$ cat src/rtl/timer_arbiter_pkg.sv
// rtl/timer_arbiter_pkg.sv - shared types and sizing helpers for the timer arbiter
package timer_arbiter_pkg;

  typedef enum logic [1:0] {
    IDLE = 2'd0,
    RUN  = 2'd1,
    DONE = 2'd2
  } state_t;

  localparam int N_REQ_DEFAULT = 4;

  // rr_ptr / owner index width for a given requester count (never below 1 bit)
  function automatic int rr_ptr_w(input int n);
    return (n <= 2) ? 1 : $clog2(n);
  endfunction

  localparam int RR_W_DEFAULT = rr_ptr_w(N_REQ_DEFAULT);

endpackage

$ cat src/rtl/timer_rr_pick.sv
// rtl/timer_rr_pick.sv - combinational round-robin selector starting at rr_ptr
module timer_rr_pick
  import timer_arbiter_pkg::*;
#(
  parameter int N_REQ = N_REQ_DEFAULT,
  parameter int PW    = RR_W_DEFAULT
) (
  input  logic [N_REQ-1:0] req,
  input  logic [PW-1:0]    rr_ptr,
  output logic             valid,
  output logic [PW-1:0]    winner
);

  // scan from the farthest slot back to rr_ptr so the nearest set bit wins
  always_comb begin
    valid  = 1'b0;
    winner = '0;
    for (int i = N_REQ - 1; i >= 0; i--) begin
      if (req[(int'(rr_ptr) + i) % N_REQ]) begin
        valid  = 1'b1;
        winner = PW'((int'(rr_ptr) + i) % N_REQ);
      end
    end
  end

endmodule

$ cat src/rtl/timer_arbiter.sv
// rtl/timer_arbiter.sv - one shared up-counter granted round-robin to N_REQ requesters
module timer_arbiter
  import timer_arbiter_pkg::*;
#(
  parameter int N_REQ = 4,
  parameter int CW    = 4
) (
  input  logic                clk,
  input  logic                rst,
  input  logic [N_REQ-1:0]    req,
  input  logic [N_REQ*CW-1:0] len,
  output logic [N_REQ-1:0]    grant,
  output logic                busy,
  output logic [N_REQ-1:0]    done,
  output logic [CW-1:0]       count
);

  localparam int PW = rr_ptr_w(N_REQ);

  state_t           state_q, state_d;
  logic [PW-1:0]    g_q, g_d;
  logic [PW-1:0]    rr_ptr, rr_d;
  logic [CW-1:0]    len_q, len_d;
  logic [N_REQ-1:0] grant_d, done_d;
  logic [CW-1:0]    count_d;
  logic             busy_d;
  logic             pick_valid;
  logic [PW-1:0]    pick_win;
  logic [PW-1:0]    ptr_after_owner;

  timer_rr_pick #(.N_REQ(N_REQ), .PW(PW)) u_pick (
    .req    (req),
    .rr_ptr (rr_ptr),
    .valid  (pick_valid),
    .winner (pick_win)
  );

  assign ptr_after_owner = (int'(g_q) == N_REQ - 1) ? '0 : g_q + 1'b1;

  // state and registered outputs; reset clears everything, interrupted transactions get no done
  always_ff @(posedge clk or negedge rst) begin
    if (!rst) begin
      state_q <= IDLE;
      g_q     <= '0;
      rr_ptr  <= '0;
      len_q   <= '0;
      grant   <= '0;
      done    <= '0;
      busy    <= 1'b0;
      count   <= '0;
    end else begin
      state_q <= state_d;
      g_q     <= g_d;
      rr_ptr  <= rr_d;
      len_q   <= len_d;
      grant   <= grant_d;
      done    <= done_d;
      busy    <= busy_d;
      count   <= count_d;
    end
  end

  // next-state: grant on any request, abort on owner drop, finish at terminal count
  always_comb begin
    state_d = state_q;
    case (state_q)
      IDLE:    if (pick_valid) state_d = RUN;
      RUN: begin
        if (!req[g_q])          state_d = IDLE;
        else if (count == len_q) state_d = DONE;
      end
      DONE:    state_d = IDLE;
      default: state_d = IDLE;
    endcase
  end

  // next values of the registered outputs, owner latch and rotation pointer
  always_comb begin
    grant_d = grant;
    done_d  = '0;
    busy_d  = busy;
    count_d = count;
    g_d     = g_q;
    len_d   = len_q;
    rr_d    = rr_ptr;
    case (state_q)
      IDLE: begin
        grant_d = '0;
        busy_d  = 1'b0;
        count_d = '0;
        if (pick_valid) begin
          grant_d = N_REQ'(1) << pick_win;
          busy_d  = 1'b1;
          g_d     = pick_win;
          len_d   = len[int'(pick_win)*CW +: CW];
        end
      end
      RUN: begin
        if (!req[g_q]) begin
          grant_d = '0;
          busy_d  = 1'b0;
          count_d = '0;
          rr_d    = ptr_after_owner;
        end else if (count == len_q) begin
          done_d = grant;
        end else begin
          count_d = count + 1'b1;
        end
      end
      DONE: begin
        grant_d = '0;
        busy_d  = 1'b0;
        count_d = '0;
        rr_d    = ptr_after_owner;
      end
      default: begin
        grant_d = '0;
        busy_d  = 1'b0;
        count_d = '0;
      end
    endcase
  end

endmodule

$ cat config.mk
export PLATFORM = sky130hd
export DESIGN_NAME = timer_arbiter
export DESIGN_NICKNAME = d
export VERILOG_FILES = /design/src/rtl/timer_arbiter_pkg.sv /design/src/rtl/timer_rr_pick.sv /design/src/rtl/timer_arbiter.sv
export SDC_FILE = /design/constraint.sdc
export NUM_CORES = 1
export LEC_CHECK = 0
export BUFFER_PORTS_ARGS = -buffer_cell sky130_fd_sc_hd__buf_4
export CAP_MARGIN = 20
export CORE_MARGIN = 4
export CORE_UTILIZATION = 25
export CTS_CLUSTER_SIZE = 10
export DETAILED_ROUTE_END_ITERATION = 10
export GPL_TIMING_DRIVEN = 0
export SETUP_SLACK_MARGIN = 0.5
export SYNTH_ARGS = -nofsm -noshare
export SYNTH_HDL_FRONTEND = slang
export SYNTH_SLANG_ARGS = --single-unit
$ cat constraint.sdc
create_clock -name clk -period 2.2 [get_ports clk]
set_input_delay 0.33 -clock clk [delete_from_list [all_inputs] [get_ports clk]]
set_output_delay 0.33 -clock clk [all_outputs]
set_load 0.01 [all_outputs]
==> flow_metrics.py <==
metrics = {
    "clock_network": {
        "cts_tree": "yes",
        "clkLatencyLatePin_ns": 0.26,
        "cts_buffers": 3,
        "cts_num_sinks": 23,
        "htree_levels": 1,
        "clk_pin_slew_ns": 0.08,
        "root_buffer": "clkbuf_8",
        "clockBufferDepth": 2,
    },
    "final_layout": {
        "final_cell_mix": "buf_4 (38), dfrtp_1 (23), nand2_1 (17), mux2i_1 (9), nor2_1 (7)",
        "fill_cells": 427,
        "final_nets": 175,
        "drive_gt1_frac": 0.340,
        "seqCellArea_um2": 576,
        "utilization": 0.354,
        "area.growth.synth_to_final_pct": 36.0,
        "antenna_cells": 0,
        "multiInputGateArea_um2": 542,
        "final_common_cell": "buf_4",
    },
    "synthesis": {
        "yosysWarnings": 0,
        "ys_ff_latch": 23,
        "synth_edf_count": 0,
        "async_reset_ff_frac": 1.00,
        "syn_area_per_cell_um2": 10.7,
        "syn_nets": 131,
        "yosysSeqAreaShare": 0.501,
        "synth_cell_types": 29,
        "netlist_instances": 107,
        "synth_flop_cell": "dfrtp_1",
        "synth_area_um2": 1150,
    },
    "setup_path": {
        "crit_path_top_delay_cell": "mux4_2",
        "cp-end-kind": "register",
        "r2r-end": "rr_ptr[1]",
        "cp.arrival_ns": 1.83,
        "path_cells": "mux4_2 > nand2b_4 > mux2i_4 > mux2_4",
        "crit_fanout": 3,
        "cp-start-kind": "register",
        "startpoint": "g_q[1]",
        "cp.required_ns": 2.35,
        "slowest_delay_ns": 0.54,
        "worstRegToRegCells": 4,
        "crit_path_end": "rr_ptr[1]",
        "rr_startpoint": "g_q[1]",
        "path_class": "register to register",
        "ff2ff_setup_slack_ns": 0.52,
    },
    "sta": {
        "relSlewSlack": 0.766,
        "finalClockSkew_ns": 0.00624,
        "clock.fmax_ghz": 0.595,
        "fin_crit_sh": 0.764,
        "period_minus_slack_ns": 1.68,
        "rsz0062_at_grt": "true",
        "finalSetupViolCount": 0,
        "fin_tns_setup_ns": 0,
        "hold_violations": 0,
        "slew_violations": 0,
        "worst_pin_slew_ns": 0.346,
    },
    "detailed_routing": {
        "routedWlPerCell_um": 12.9,
        "drt_iter0_markers": 62,
        "wl_um": 2610,
        "drc": 0,
        "viasPerCell": 4.58,
        "firstDrtPassIters": 4,
        "ant_nets": 0,
        "vias": 926,
    },
    "pwr": {
        "cellPowerDensity_nw_per_um2": 1200,
        "power_leakage_nw": 0.769,
        "vdd_drop_max_mv": 0.343,
    },
    "die": {
        "coreArea_um2": 4410,
        "die_w_um": 75.8,
        "die_h_um": 75.8,
        "initial_core_util": 0.260,
        "dieArea_um2": 5750,
        "ios": 35,
        "rows": 24,
    },
    "grt": {
        "grt_max_degree": 24,
        "grt_pass1_wl_um": 4370,
        "overflow": 0,
        "grt.total_usage": 0.0989,
        "grt_pass1_vias": 964,
        "antenna_found_initial": 0,
    },
    "placed_design": {
        "io_buffers": 34,
        "hpwlAfterDp_um": 1980,
        "routabilityCongestion": 0.786,
    },
    "status": {
        "status": "complete, no violations",
    },
    "run": {
        "max-cap-violations": 0,
    },
    "worst_hold_path": {
        "hp-class": "input pin to register",
    },
}
worst min path at each step:
stage / start / endpoint / slack (ns) / cells past startpoint
finish: len[3] / len_q[3] / 0.40 / 3
global route: len[6] / len_q[2] / 0.42 / 3
CTS: len[3] / len_q[3] / 0.40 / 3
detailed placement: rst / rr_ptr[0] / 0.24 / 1
global placement: rst / rr_ptr[0] / 0.23 / 1
floorplan: rst / busy / 0.03 / 0
routing by layer:
| metal | GRT usage | wire length (µm) | up-vias |
|---|---|---|---|
| met5 | 0 | 0 | - |
| met2 | 0.163 | 1270 | 26 |
| met4 | 0.0447 | 46 | 0 |
| met3 | 0.0172 | 157 | 4 |
| met1 | 0.126 | 1130 | 437 |
| li1 | - | - | 459 |
stage by stage:
stage / cells / total power, mW / hold WS, ns / worst slack (ns) / cell area [µm²]
2_1_floorplan: 107 / 1.27 / 0.0344 / 0.577 / 1150
3_3_place_gp: 193 / 1.52 / 0.233 / 0.484 / 1470
3_5_place_dp: 193 / 1.55 / 0.239 / 0.421 / 1470
4_1_cts: 201 / 1.86 / 0.396 / 0.514 / 1550
5_1_grt: 202 / 2.02 / 0.419 / 0.471 / 1560
6_report: 202 / 1.87 / 0.395 / 0.519 / 1560
cells by family after synthesis:
family | after synthesis | share of synthesized area
AOI/OAI and AO/OA | 18 | 0.101
xor gates and xnor gates | 7 | 0.0533
adders and majority gates | 2 | 0.0218
buffers and inverters | 8 | 0.0316
DFF | 23 | 0.501
muxes | 12 | 0.131
and+or+nand+nor | 37 | 0.161
repair_timing:
| item | in CTS | in global routing |
|---|---|---|
| endpoints found under the setup margin | 1 | 9 |
| buffers inserted | 3 | 1 |
| hold buffers | 1 | 0 |
| endpoints found under the hold margin | 23 | 0 |
| resized for setup | 0 | 2 |
report_power, final:
part	internal (mW)	switching, mW
Sequential	0.573	0.141
Clock	0.126	0.131
Combinational	0.469	0.434
state kept, by name, indices dropped and copies added (netlist names):
name,flops
g_q,2
state_q,2
count,4
busy,1
rr_ptr,2
len_q,4
grant,4
done,4
Yosys cell counts (2+ instances only):
master | number | share of area
a21oi_1 | 4 | 0.017
and2_1 | 4 | 0.022
buf_2 | 2 | 0.0087
dfrtp_1 | 23 | 0.50
ha_1 | 2 | 0.022
inv_1 | 4 | 0.013
mux2i_1 | 9 | 0.078
nand2_1 | 17 | 0.055
nand2b_1 | 2 | 0.011
nand4_1 | 2 | 0.011
nor2_1 | 7 | 0.023
o21ai_0 | 5 | 0.022
o21ai_1 | 2 | 0.0087
o221ai_1 | 4 | 0.030
xnor2_1 | 5 | 0.038
xor2_1 | 2 | 0.015
cell type report:
class                           instances  share of cell area
Clock inverter                          1             0.00320
Multi-Input combinational cell         76               0.346
Sequential cell                        23               0.368
Buffer                                  4              0.0160
Clock buffer                            3              0.0264
Tap cell                               52              0.0416
Inverter                                4             0.00960
Timing Repair Buffer                   39               0.189
critical path: cells and delay by family, from the launching register on:
family	cells	cell delay [ns]
muxes	3	1.02
and+or+nand+nor	1	0.17
DFF	1	0.38
(Power assumes the default switching activity.)
